$ cat src/rtl/regfile_pkg.sv
// regfile_pkg: shared register-file widths and types for writeback, register file and issue logic.
package regfile_pkg;
    localparam int XLEN = 32;
    localparam int REG_IDX_W = 5;
    localparam int NUM_REGS = 32;
    typedef logic [REG_IDX_W-1:0] reg_idx_t;
    typedef logic [XLEN-1:0] word_t;
endpackage

$ cat src/rtl/regfile_wb_arbiter_if.sv
// regfile_wb_arbiter_if: writeback requester bus plus the registered register-file write port.
interface regfile_wb_arbiter_if #(
    parameter int NUM_REQ = 3,
    parameter int XLEN    = 32
);
    logic [NUM_REQ-1:0]                               i_req_valid;
    logic [NUM_REQ-1:0][regfile_pkg::REG_IDX_W-1:0]   i_req_index;
    logic [NUM_REQ-1:0][XLEN-1:0]                     i_req_data;
    logic [NUM_REQ-1:0]                               o_req_ready;
    logic                                             o_write_enable;
    logic [regfile_pkg::REG_IDX_W-1:0]                o_write_index;
    logic [XLEN-1:0]                                  o_write_data;
    modport master (
        output i_req_valid, i_req_index, i_req_data,
        input  o_req_ready, o_write_enable, o_write_index, o_write_data
    );
    modport slave (
        input  i_req_valid, i_req_index, i_req_data,
        output o_req_ready, o_write_enable, o_write_index, o_write_data
    );
endinterface

$ cat src/rtl/rr_arbiter.sv
// rr_arbiter: one-hot round-robin grant; the pointer moves past the winner on each advance.
module rr_arbiter #(
    parameter int NUM_REQ = 3
) (
    input  logic               i_clk,
    input  logic               i_rst,
    input  logic [NUM_REQ-1:0] i_req,
    input  logic               i_advance,
    output logic [NUM_REQ-1:0] o_grant
);
    localparam int PW = $clog2(NUM_REQ);
    logic [PW-1:0] ptr_q, ptr_d;
    logic          found;
    int            idx;
    always_comb begin
        o_grant = '0;
        ptr_d = ptr_q;
        found = 1'b0;
        idx = 0;
        for (int k = 0; k < NUM_REQ; k++) begin
            idx = (int'(ptr_q) + k) % NUM_REQ;
            if (!found && i_req[idx]) begin
                o_grant[idx] = 1'b1;
                found = 1'b1;
                ptr_d = i_advance ? PW'((idx + 1) % NUM_REQ) : ptr_q;
            end
        end
    end
    always_ff @(posedge i_clk or posedge i_rst) begin
        if (i_rst) ptr_q <= '0;
        else       ptr_q <= ptr_d;
    end
endmodule

$ cat src/rtl/regfile_wb_arbiter.sv
// regfile_wb_arbiter: round-robin writeback arbiter, registered write port and RAW scoreboard.
// Define RF_WB_FORWARD_EN to add write-cycle forwarding outputs.
module regfile_wb_arbiter import regfile_pkg::*; #(
    parameter int NUM_REQ = 3,
    parameter int XLEN    = regfile_pkg::XLEN
) (
    input  logic                 i_clk,
    input  logic                 i_rst,
    regfile_wb_arbiter_if.slave  bus,
    input  logic                 i_issue_valid,
    input  reg_idx_t             i_issue_index,
    input  reg_idx_t             i_check_index1,
    input  reg_idx_t             i_check_index2,
    output logic                 o_busy1,
    output logic                 o_busy2
`ifdef RF_WB_FORWARD_EN
    ,
    output logic                 o_fwd_hit1,
    output logic                 o_fwd_hit2,
    output logic [XLEN-1:0]      o_fwd_data1,
    output logic [XLEN-1:0]      o_fwd_data2
`endif
);
    logic [NUM_REQ-1:0]  grant;
    logic                xfer;
    reg_idx_t            sel_idx;
    logic [XLEN-1:0]     sel_data;
    logic                we_q, we_d;
    reg_idx_t            widx_q, widx_d;
    logic [XLEN-1:0]     wdata_q, wdata_d;
    logic [NUM_REGS-1:0] busy_q, busy_d;

    rr_arbiter #(.NUM_REQ(NUM_REQ)) u_arb (
        .i_clk     (i_clk),
        .i_rst     (i_rst),
        .i_req     (bus.i_req_valid),
        .i_advance (xfer),
        .o_grant   (grant)
    );

    assign xfer = |grant;
    assign bus.o_req_ready = grant;
    assign bus.o_write_enable = we_q;
    assign bus.o_write_index = widx_q;
    assign bus.o_write_data = wdata_q;

    always_comb begin
        sel_idx = '0;
        sel_data = '0;
        for (int k = 0; k < NUM_REQ; k++) begin
            if (grant[k]) begin
                sel_idx = bus.i_req_index[k];
                sel_data = bus.i_req_data[k];
            end
        end
    end

    // x0 requests are consumed but never reach the register file
    always_comb begin
        we_d = xfer && sel_idx != '0;
        widx_d = xfer ? sel_idx : widx_q;
        wdata_d = xfer ? sel_data : wdata_q;
        busy_d = busy_q;
        if (we_q) busy_d[widx_q] = 1'b0;
        if (i_issue_valid) busy_d[i_issue_index] = 1'b1;
        busy_d[0] = 1'b0;
    end

    always_ff @(posedge i_clk or posedge i_rst) begin
        if (i_rst) begin
            we_q    <= 1'b0;
            widx_q  <= '0;
            wdata_q <= '0;
            busy_q  <= '0;
        end else begin
            we_q    <= we_d;
            widx_q  <= widx_d;
            wdata_q <= wdata_d;
            busy_q  <= busy_d;
        end
    end

`ifdef RF_WB_FORWARD_EN
    assign o_fwd_hit1 = we_q && widx_q == i_check_index1 && i_check_index1 != '0;
    assign o_fwd_hit2 = we_q && widx_q == i_check_index2 && i_check_index2 != '0;
    assign o_fwd_data1 = wdata_q;
    assign o_fwd_data2 = wdata_q;
    // a forwarded source is free unless this very cycle issues a new producer of it
    assign o_busy1 = o_fwd_hit1 ? (i_issue_valid && i_issue_index == i_check_index1) : busy_q[i_check_index1];
    assign o_busy2 = o_fwd_hit2 ? (i_issue_valid && i_issue_index == i_check_index2) : busy_q[i_check_index2];
`else
    assign o_busy1 = busy_q[i_check_index1];
    assign o_busy2 = busy_q[i_check_index2];
`endif
endmodule
$ cat src/flat_wrapper.sv
// flat-port wrapper written by rule: the top's interface ports become plain ports
module regfile_wb_arbiter_flat import regfile_pkg::*;
#(
    parameter int NUM_REQ = 3,
    parameter int XLEN    = regfile_pkg::XLEN
)
  (i_clk, i_rst, i_issue_valid, i_issue_index, i_check_index1, i_check_index2, o_busy1, o_busy2, bus_i_req_valid, bus_i_req_index, bus_i_req_data, bus_o_req_ready, bus_o_write_enable, bus_o_write_index, bus_o_write_data);
  regfile_wb_arbiter_if #(.NUM_REQ(NUM_REQ), .XLEN(XLEN)) bus_i ();
  input  logic i_clk;
  input  logic i_rst;
  input  logic i_issue_valid;
  input  reg_idx_t i_issue_index;
  input  reg_idx_t i_check_index1;
  input  reg_idx_t i_check_index2;
  output logic o_busy1;
  output logic o_busy2;
  input wire logic [$bits(bus_i.i_req_valid)-1:0] bus_i_req_valid;
  input wire logic [$bits(bus_i.i_req_index)-1:0] bus_i_req_index;
  input wire logic [$bits(bus_i.i_req_data)-1:0] bus_i_req_data;
  output wire logic [$bits(bus_i.o_req_ready)-1:0] bus_o_req_ready;
  output wire logic [$bits(bus_i.o_write_enable)-1:0] bus_o_write_enable;
  output wire logic [$bits(bus_i.o_write_index)-1:0] bus_o_write_index;
  output wire logic [$bits(bus_i.o_write_data)-1:0] bus_o_write_data;
  assign bus_i.i_req_valid = bus_i_req_valid;
  assign bus_i.i_req_index = bus_i_req_index;
  assign bus_i.i_req_data = bus_i_req_data;
  assign bus_o_req_ready = bus_i.o_req_ready;
  assign bus_o_write_enable = bus_i.o_write_enable;
  assign bus_o_write_index = bus_i.o_write_index;
  assign bus_o_write_data = bus_i.o_write_data;
  regfile_wb_arbiter #(.NUM_REQ(NUM_REQ), .XLEN(XLEN)) u_core (.i_clk(i_clk), .i_rst(i_rst), .bus(bus_i), .i_issue_valid(i_issue_valid), .i_issue_index(i_issue_index), .i_check_index1(i_check_index1), .i_check_index2(i_check_index2), .o_busy1(o_busy1), .o_busy2(o_busy2));
endmodule
$ cat config.mk
export PLATFORM = sky130hd
export DESIGN_NAME = regfile_wb_arbiter_flat
export DESIGN_NICKNAME = d
export VERILOG_FILES = /design/src/rtl/regfile_pkg.sv /design/src/rtl/regfile_wb_arbiter_if.sv /design/src/rtl/rr_arbiter.sv /design/src/rtl/regfile_wb_arbiter.sv /design/src/flat_wrapper.sv
export SDC_FILE = /design/constraint.sdc
export NUM_CORES = 1
export LEC_CHECK = 0
export ABC_CLOCK_PERIOD_IN_PS = 15900
export BUFFER_PORTS_ARGS = -buffer_cell sky130_fd_sc_hd__buf_2
export CAP_MARGIN = 10
export CORE_MARGIN = 2
export CORE_UTILIZATION = 56
export CTS_CLUSTER_DIAMETER = 50
export DETAILED_ROUTE_END_ITERATION = 7
export PLACE_DENSITY = 0.87
export SLEW_MARGIN = 0
export SYNTH_ARGS = -nofsm -noshare
export SYNTH_HDL_FRONTEND = slang
export SYNTH_SLANG_ARGS = --single-unit
$ cat constraint.sdc
create_clock -name i_clk -period 15.9 [get_ports i_clk]
set_input_delay 0.795 -clock i_clk [delete_from_list [all_inputs] [get_ports i_clk]]
set_output_delay 0.795 -clock i_clk [all_outputs]
set_load 0.005 [all_outputs]
# == Yosys cells after proc, flatten, opt, wreduce, memory -nomap -nowiden ==
# Index checks and enable logic that the tools add are counted.
# totals
regBits,71
word_cells,92
output_inout_bits,43
in_bits,132
# op_classes
n_mux,42
div_mod_pow,6
n_addsub,5
eq_ne,3
n_bitwise,5
magnitude_cmp,12
reduce_logical,14
# ops
operator,count
$mod 32x3->32 const B,5
$mux 32,5
$add 32x2->32 const B,3
$ge 32x1->1 const B,3
$lt 32x4->1 const B,3
$and 32x32->32,1
$mod 3x3->32 const B,1
$not 32->32,1
$or 32x32->32,1
$lt 5x6->1 const B,4
$mux 1,15
$mux 5,3
$mux 2,6
$bmux 1 s5,2
$demux 1 s5,2
$ge 5x1->1 const B,2
$mux 3,3
$logic_and 1x1->1,8
$bmux 1 s2,3
$demux 1 s2,3
$ne 2x2->1 const B,3
$or 3x3->3,2
$reduce_bool 5->1,1
$reduce_and 4->1,1
5 further kinds,6

# == Depth between registers and ports, before layout ==
# Gate-level depths: netlist of run 1.
# depth
depth_word,16
mapped_depth,34
depth_no_buf,30

# == Hierarchy ==
# A second synthesis of run 1 with hierarchy kept.
# hier_totals
hier_cells,602
area_unflattened_um2,5222.5
# by_module_without_submodules
mod,cells_per_inst,seq_area_each_um2,area_per_inst_um2,instances
regfile_wb_arbiter,385,1726.7,3687.3,1
rr_arbiter,217,50.0,1535.2,1

# == Least setup slack after synthesis of run 1 ==
# No wires, ideal clock.
# synth_timing
path_type,reg-to-reg
start,register u_core.u_arb.ptr_q[1]
end,register u_core.u_arb.ptr_q[0]
t_required_ns,15.767
slack_ns,9.814
arrival_ns,5.953
path_stages_with_launch,32
setup_time_ns,0.133
synth_period_minus_slack_ns,6.086
n_path_buf,3
path_cell_list,dfrtp_1 inv_1 ha_1 buf_6 mux2i_1 o21ai_1 o31a_1 or2_1 buf_2 inv_1 ha_1 a21oi_1 a211o_1 and3_1 o21ai_1 nor2_1 a22oi_1 o21ai_0 ha_1 clkbuf_1 a41o_1 a21oi_1 nor4b_1 or3_1 a22o_4 o2111ai_2 xnor2_1 ha_1 a211oi_1 o21ai_0 o31ai_1 a31oi_1
# synth_via
elab_chain_len,14
elab_cells_between_ends,58
cone_classes,5 x add/sub; 6 x div; 6 x order compare; 3 x eq/ne; 26 x mux; 2 x bitwise; 10 x reduce/logical
# synth_lines
element,line_no,text
start: declaration,rr_arbiter.sv:12,"logic [PW-1:0] ptr_q, ptr_d;"
start signal: assignment,rr_arbiter.sv:31,else ptr_q <= ptr_d;
"parallel branches: the longest is 14 deep, another holds $mod 32x3->32",n/a,
# Several ways; the timed one is not identified. The select of a mux whose other input is x is not followed.
# A chain may end at the register's enable or synchronous reset.

# == Worst setup path in the final report of run 1 ==
# Same ends and word-level chain as after synthesis.

==> summary.txt, run 1 <==
Routing
  • Initial DRC count: 514
  • Vias post-DR: 5467
  • Drt wl/cell: 17.95 um
  • Post-route ant nets: 0
  • Vias per inst: 6.227
  • Drt drc: 0
  • Post-Route WL: 15760 um
  • Drt pass-1 iters: 8

Timing
  • Slew Limit Headroom: 0.3122
  • Period minus WS final: 7.877 ns
  • Crit share post-route: 0.4954
  • Final Setup Violations: 0
  • Final count of hold timing violations: 0
  • Setup Skew: 0.01561 ns
  • Worst Tran Pin Value: 1.025 ns
  • Slew Viols, Final: 0
  • RSZ-0062 raised after global routing: no
  • Setup TNS: 0 ns
  • Fmax: between 0.1 and 0.15 GHz

Clocking
  • Number of setup buffers added after CTS: 0
  • Clk sink count: 71
  • Cts hold-fix bufs: 0
  • Num CTS Buffers: 9
  • CTS tree: built
  • Longest Clk Path Bufs: 2
  • CTS root buffer: clkbuf_8
  • Clk Latency, worst-skew pair: 0.34 ns
  • Post-CTS sizing: 0
  • Clock Pin Slew Worst Setup and Hold Paths: 0.08 ns
  • Max H-tree Level: 3

Floorplan
  • Chip height: 101.4 um
  • IO Pins: 175
  • Die X: between 100 and 150 um
  • Row count: 35
  • Initial Utilization: 0.5771
  • Core Box Area: 9196 sq um
  • Die area: 10270 sq um

Worst setup path
  • Worst setup EP type: register
  • Cell type of the slowest stage on the worst timing path: o21ai_1
  • CP most frequent cell: ha_1
  • Worst Setup Start Kind: register
  • Critical-path maximum fanout: 12
  • CP delay by family, top: compound AO/OA/AOI/OAI gates
  • CP arrival: 8.08 ns
  • Slowest stage delay, CP: 0.81 ns
  • Worst Path Required: 16.10 ns
  • CP Class: register to register
  • Crit path buf inv count: 3

Synth
  • Share of the yosys chip area belonging to registers: 0.3347
  • Post-synth cell types: 67
  • Syn nets: 754
  • FF+latch count, synth: 71
  • EDFF count, synth: 0
  • YS warnings: 0
  • Post-synthesis mux area share: 0.1662
  • Main synth FF type: dfrtp_1
  • Post-Synth Simple-Gate Area: 0.1598
  • Syn_area_per_cell: 8.758 sq um
  • Async SR Flop Fraction: 1.000
  • Syn Inst Count: 606
  • Compound-Gate Fraction of Synth Area: 0.2442
  • Synth Area in Adders: 0.03772
  • Cell area after synthesis: 5308 sq um
  • Xor and xnor area share after synthesis: 0.01650
  • Largest family of logic cells by synthesized area: compound AO/OA/AOI/OAI gates

Placed design
  • Dpl hpwl: 12070 um
  • Final RePlAce weighted congestion: 0.9819
  • IO Port Bufs: 174

Global route
  • Vias in the first global route: 5288
  • Total congestion overflow: 0
  • First-pass GRT wire length: ~25000 um
  • Largest net degree at the start of global routing: 78
  • Total GRT Usage: 0.3061
  • Initial antenna violation count: 0

Layout
  • Fillers: 730
  • Antenna diodes: 0
  • Most common cell after layout, fill and taps aside: buf_2
  • Ratio of cells with drive above 1 in the final layout: 0.3129
  • Most frequent cells in the layout: buf_2 (174), o21ai_0 (113), dfrtp_1 (71), nand2_1 (53), nor2_1 (53)
  • Nets: 910
  • Synth-to-layout area growth: 20.56%

Outcome
  • Run status: completed

Job
  • Max-capacitance violation count: 0

Hold path
  • Min-Delay Path Class: register to register
[cell families after synthesis]
kind of cell / count (synthesis)
compound gates: 219
xor+xnor: 10
fa+ha+maj: 16
buf+inv: 52
flops: 71
mux: 62
simple gates: 176
[worst reg2reg max path: cells and delay by family (launching register included)]
kind	cells	cell delay (ns)
mux	1	0.17
compound gates	14	3.43
xor+xnor	2	0.85
flops	1	0.48
fa+ha+maj	4	1.35
buf+inv	3	0.46
simple gates	4	0.99
[through the flow]
| step | cells | worst slack [ns] | instance area (sq um) | util | hold WS [ns] |
|---|---|---|---|---|---|
| floorplan | 606 | 9.814 | 5308 | - | 0.4810 |
| global route | 878 | 7.300 | 6399 | 0.6958 | 0.5717 |
| CTS | 878 | 8.091 | 6399 | 0.6958 | 0.5391 |
| detailed placement | 862 | 8.155 | 6226 | 0.6770 | 0.5223 |
| global placement | 862 | 8.622 | 6226 | 0.6770 | 0.5003 |
| finish | 878 | 8.023 | 6399 | 0.6958 | 0.5443 |
[metal layers]
metal | routed length (um) | vias to the layer above | track usage
met4 | 285 | 0 | 0.08108
met1 | 6051 | 2614 | 0.3812
met3 | 1207 | 33 | 0.05866
li1 | - | 2541 | -
met5 | 0 | - | 0
met2 | 8219 | 279 | 0.5451
[flip-flops by register name, indices dropped and copies added (netlist names)]
name / count
u_core.bus.o_write_data: 32
u_core.u_arb.ptr_q: 2
u_core.busy_q: 31
u_core.bus.o_write_index: 5
u_core.bus.o_write_enable: 1
[layout make-up]
type,instances,area [sq um],area share
clock buffer,9,123.9,0.01936
multi-input combinational,483,3338,0.5217
inverter,19,71.32,0.01115
sequential,71,1777,0.2777
timing repair buffer,178,900.9,0.1408
clock inverter,7,48.80,0.007626
tap,111,138.9,0.02171
[path summary, 6_finish.rpt]
kind	from	to	slack, ns	cells past startpoint
worst min register to register	u_core.busy_q[4]	u_core.busy_q[4]	0.54	2
worst min-delay path	u_core.busy_q[4]	u_core.busy_q[4]	0.54	2
worst max register to register	u_core.u_arb.ptr_q[1]	u_core.u_arb.ptr_q[0]	8.02	28
min in group asynchronous	i_rst	u_core.bus.o_write_data[10]	0.74	3
worst max-delay path	u_core.u_arb.ptr_q[1]	u_core.u_arb.ptr_q[0]	8.02	28
max in group asynchronous	i_rst	u_core.bus.o_write_index[2]	14.59	3
[Yosys cell counts (3+ instances only)]
cell	instances	area [sq um]
o21ai_0	113	565.5
dfrtp_1	71	1777
nand2_1	53	198.9
nor2_1	53	198.9
a21oi_1	47	235.2
mux2i_1	36	360.4
clkbuf_1	21	78.83
inv_1	18	67.56
mux4_2	18	405.4
ha_1	16	200.2
nand3_1	10	50.05
nand3b_1	9	67.56
nor3_1	9	45.04
a22oi_1	8	60.06
and3_1	6	37.54
o21ai_1	6	30.03
or3_1	6	37.54
xnor2_1	6	52.55
a21o_1	5	37.54
and2_1	5	31.28
buf_1	5	18.77
buf_2	5	25.02
mux2_2	5	56.30
a31oi_1	4	25.02
nand2b_1	4	25.02
o31ai_1	4	30.03
or3b_2	4	35.03
xor2_1	4	35.03
a22o_1	3	26.28
nand4_1	3	18.77
nor2b_1	3	18.77
nor4_1	3	18.77
Power of run 1 is not shown: default switching activity piles up to over one toggle a cycle in this logic, so the estimate is an artifact.
==> inputs of run 2 (changes only) <==
--- a/config.mk
+++ b/config.mk
@@ -5,14 +5,14 @@
 export SDC_FILE = /design/constraint.sdc
 export NUM_CORES = 1
 export LEC_CHECK = 0
-export ABC_CLOCK_PERIOD_IN_PS = 15900
+export ABC_CLOCK_PERIOD_IN_PS = 7000
 export BUFFER_PORTS_ARGS = -buffer_cell sky130_fd_sc_hd__buf_2
 export CAP_MARGIN = 10
 export CORE_MARGIN = 2
-export CORE_UTILIZATION = 56
+export CORE_UTILIZATION = 47
 export CTS_CLUSTER_DIAMETER = 50
 export DETAILED_ROUTE_END_ITERATION = 7
-export PLACE_DENSITY = 0.87
+export PLACE_DENSITY = 0.78
 export SLEW_MARGIN = 0
 export SYNTH_ARGS = -nofsm -noshare
 export SYNTH_HDL_FRONTEND = slang
==> constraint.sdc (replaced) <==
create_clock -name i_clk -period 7 [get_ports i_clk]
set_input_delay 0.35 -clock i_clk [delete_from_list [all_inputs] [get_ports i_clk]]
set_output_delay 0.35 -clock i_clk [all_outputs]
set_load 0.005 [all_outputs]
==> run 2 against run 1 <==
Compared with the run above:
- sequential share of layout area down 1.4 points
- via count up 0.31%
- maximum frequency up 19%
- final cell count up 4.7%
- first-iteration DRC count up 8.8%
- critical path depth up 1
- flip-flop and latch count unchanged
- register-to-register slack worse by 7.7 ns
- final area up 5.4%
- clock skew down 0.0048 ns
- global-route usage down 3.9 points
==> summary.txt, run 2 (same netlist as run 1, synthesis figures left out) <==
Outcome
  • Run status: completed (unchanged)

Clocking
  • Clk Latency, worst-skew pair: 0.34 ns (about the same)
  • Clk sink count: 71 (unchanged)
  • Longest Clk Path Bufs: 2 (unchanged)
  • Clock Pin Slew Worst Setup and Hold Paths: 0.06 ns (was 0.08 ns)
  • CTS tree: built (unchanged)
  • CTS root buffer: clkbuf_16 (was clkbuf_8)
  • Max H-tree Level: 3 (unchanged)
  • Num CTS Buffers: 9 (unchanged)

Layout
  • Most common cell after layout, fill and taps aside: buf_2 (unchanged)
  • Multi-input gate area: 3430 sq um (was 3338 sq um)
  • Max FFs per register: 32 (unchanged)
  • Most frequent cells in the layout: buf_2 (174), o21ai_0 (113), dfrtp_1 (69), nand2_1 (53), nor2_1 (53) (was buf_2 (174), o21ai_0 (113), dfrtp_1 (71), nand2_1 (53), nor2_1 (53))
  • Fillers: 931 (was 730)
  • Nets: 922 (was 910)
  • Ratio of cells with drive above 1 in the final layout: 0.3389 (was 0.3129)
  • FF+latch area: 1779 sq um (was 1777 sq um)
  • Antenna diodes: 0 (unchanged)
  • Synth-to-layout area growth: 27.02% (was 20.56%)

Placed design
  • IO Port Bufs: 174 (unchanged)
  • Dpl hpwl: 12040 um (was 12070 um)
  • Final RePlAce weighted congestion: 0.9508 (was 0.9819)

Worst setup path
  • Worst Setup Start Kind: register (unchanged)
  • Slowest stage delay, CP: 0.45 ns (was 0.81 ns)
  • Crit path buf inv count: 3 (unchanged)
  • CP arrival: 6.86 ns (was 8.08 ns)
  • R2R setup slack: 0.36 ns (was 8.02 ns)
  • FF-to-FF Start: u_core.u_arb.ptr_q[0] (was u_core.u_arb.ptr_q[1])
  • Critical-path maximum fanout: 10 (was 12)
  • CP delay by family, top: compound AO/OA/AOI/OAI gates (unchanged)
  • CP Class: register to register (unchanged)
  • Worst setup EP type: register (unchanged)
  • Cell type of the slowest stage on the worst timing path: dfrtp_2 (was o21ai_1)
  • Worst Path Required: 7.21 ns (was 16.10 ns)
  • Reg-to-Reg End: u_core.u_arb.ptr_q[1] (was u_core.u_arb.ptr_q[0])
  • Worst Reg-to-Reg Cells: 29 (was 28)

Routing
  • Vias per inst: 5.967 (was 6.227)
  • Vias post-DR: 5484 (was 5467)
  • Drt wl/cell: 18.02 um (was 17.95 um)
  • Post-route ant nets: 0 (unchanged)
  • Drt drc: 0 (unchanged)
  • Initial DRC count: 559 (was 514)
  • Drt pass-1 iters: 5 (was 8)
  • Post-Route WL: 16560 um (was 15760 um)

Hold path
  • Min-Delay Path Class: primary input to register (was register to register)
  • WHS Path Cells: 3 (was 2)
  • Hold_sp: bus_i_req_data[84] (was u_core.busy_q[4])
  • Min-Delay Endpoint: u_core.bus.o_write_data[20] (was u_core.busy_q[4])

Timing
  • Setup Skew: 0.01084 ns (was 0.01561 ns)
  • Final count of hold timing violations: 0 (unchanged)
  • Fmax: 0.1505 GHz (was 0.1270 GHz)
  • Crit share post-route: 0.9493 (was 0.4954)
  • Final Setup Violations: 0 (unchanged)
  • Slew Viols, Final: 0 (unchanged)
  • Period minus WS final: 6.645 ns (was 7.877 ns)
  • Worst Tran Pin Value: 0.8956 ns (was 1.025 ns)
  • Slew Limit Headroom: 0.4030 (was 0.3122)
  • Setup TNS: 0 ns (unchanged)
  • RSZ-0062 raised after global routing: no (unchanged)

Floorplan
  • Chip height: 110.3 um (was 101.4 um)
  • IO Pins: 175 (unchanged)
  • Initial Utilization: 0.4854 (was 0.5771)
  • Die area: 12160 sq um (was 10270 sq um)
  • Core Box Area: 10940 sq um (was 9196 sq um)
  • Die X: 110.3 um (was 101.4 um)
  • Row count: 38 (was 35)

Global route
  • Initial antenna violation count: 0 (unchanged)
  • Vias in the first global route: 5135 (was 5288)
  • Largest net degree at the start of global routing: 78 (unchanged)
  • GR Layer Usage met3: 0.05467 (was 0.05866)
  • Total congestion overflow: 0 (unchanged)
  • Total GRT Usage: 0.2675 (was 0.3061)
  • First-pass GRT wire length: 25280 um (was 25060 um)
  • Most Used Layer, Global Route: met2 (unchanged)
  • Met1 usage: 0.3379 (was 0.3812)
  • Met2 Track Usage GR: 0.4636 (was 0.5451)

Job
  • Max-capacitance violation count: 0 (unchanged)
==> run 2: what timing repair did <==
action                     in CTS  in global routing
pin swaps                       0                  1
gates resized for setup         1                 18
setup buffers                   0                  5
hold buffers                    0                  0
setup endpoints to repair       1                  2
==> run 2: worst max path at each step <==
stage,startpoint,slack (ns),depth (start not counted),to
2_1_floorplan,u_core.u_arb.ptr_q[1],0.91,31,u_core.u_arb.ptr_q[0]
3_3_place_gp,u_core.u_arb.ptr_q[1],0.38,28,u_core.u_arb.ptr_q[1]
3_5_place_dp,u_core.u_arb.ptr_q[1],0.006,30,u_core.u_arb.ptr_q[1]
4_1_cts,u_core.u_arb.ptr_q[1],0.06,28,u_core.u_arb.ptr_q[1]
5_1_grt,u_core.u_arb.ptr_q[0],0.03,29,u_core.u_arb.ptr_q[1]
6_report,u_core.u_arb.ptr_q[0],0.36,29,u_core.u_arb.ptr_q[1]
==> run 2: layer usage <==
layer | wire, um | share of wire
met1 | 6726 | 0.41
met2 | 8563 | 0.52
met3 | 1000 | 0.060
met4 | 270 | 0.016
met5 | 0 | 0
==> run 2: worst reg2reg max path: cells and delay by family (launching register included) <==
family	cells	cell delay, ns
buf+inv	3	0.57
compound gates	15	3.18
fa+ha+maj	4	0.93
simple gates	6	1.18
flops	1	0.45
xor+xnor	1	0.20
==> run 2: stage by stage <==
stage	std cells	instance area, sq um	setup WS (ns)	hold WS (ns)	util
after floorplan	606	5308	0.9144	0.4668	-
after global placement	898	6315	0.3766	0.5032	0.5775
after detailed placement	898	6315	0.005722	0.5221	0.5775
after CTS	914	6609	0.06236	0.2029	0.6043
after global routing	919	6741	0.02502	0.2187	0.6165
final	919	6741	0.3551	0.2117	0.6165
==> run 2: cell type report <==
cell class                 count  area share
clock buffer                  11     0.03452
sequential                    71      0.2639
clock inverter                 5    0.008723
multi-input combinational    483      0.5087
tap                          140     0.02598
timing repair buffer         190      0.1470
inverter                      19     0.01114
Power of run 2 is left out for the same reason.
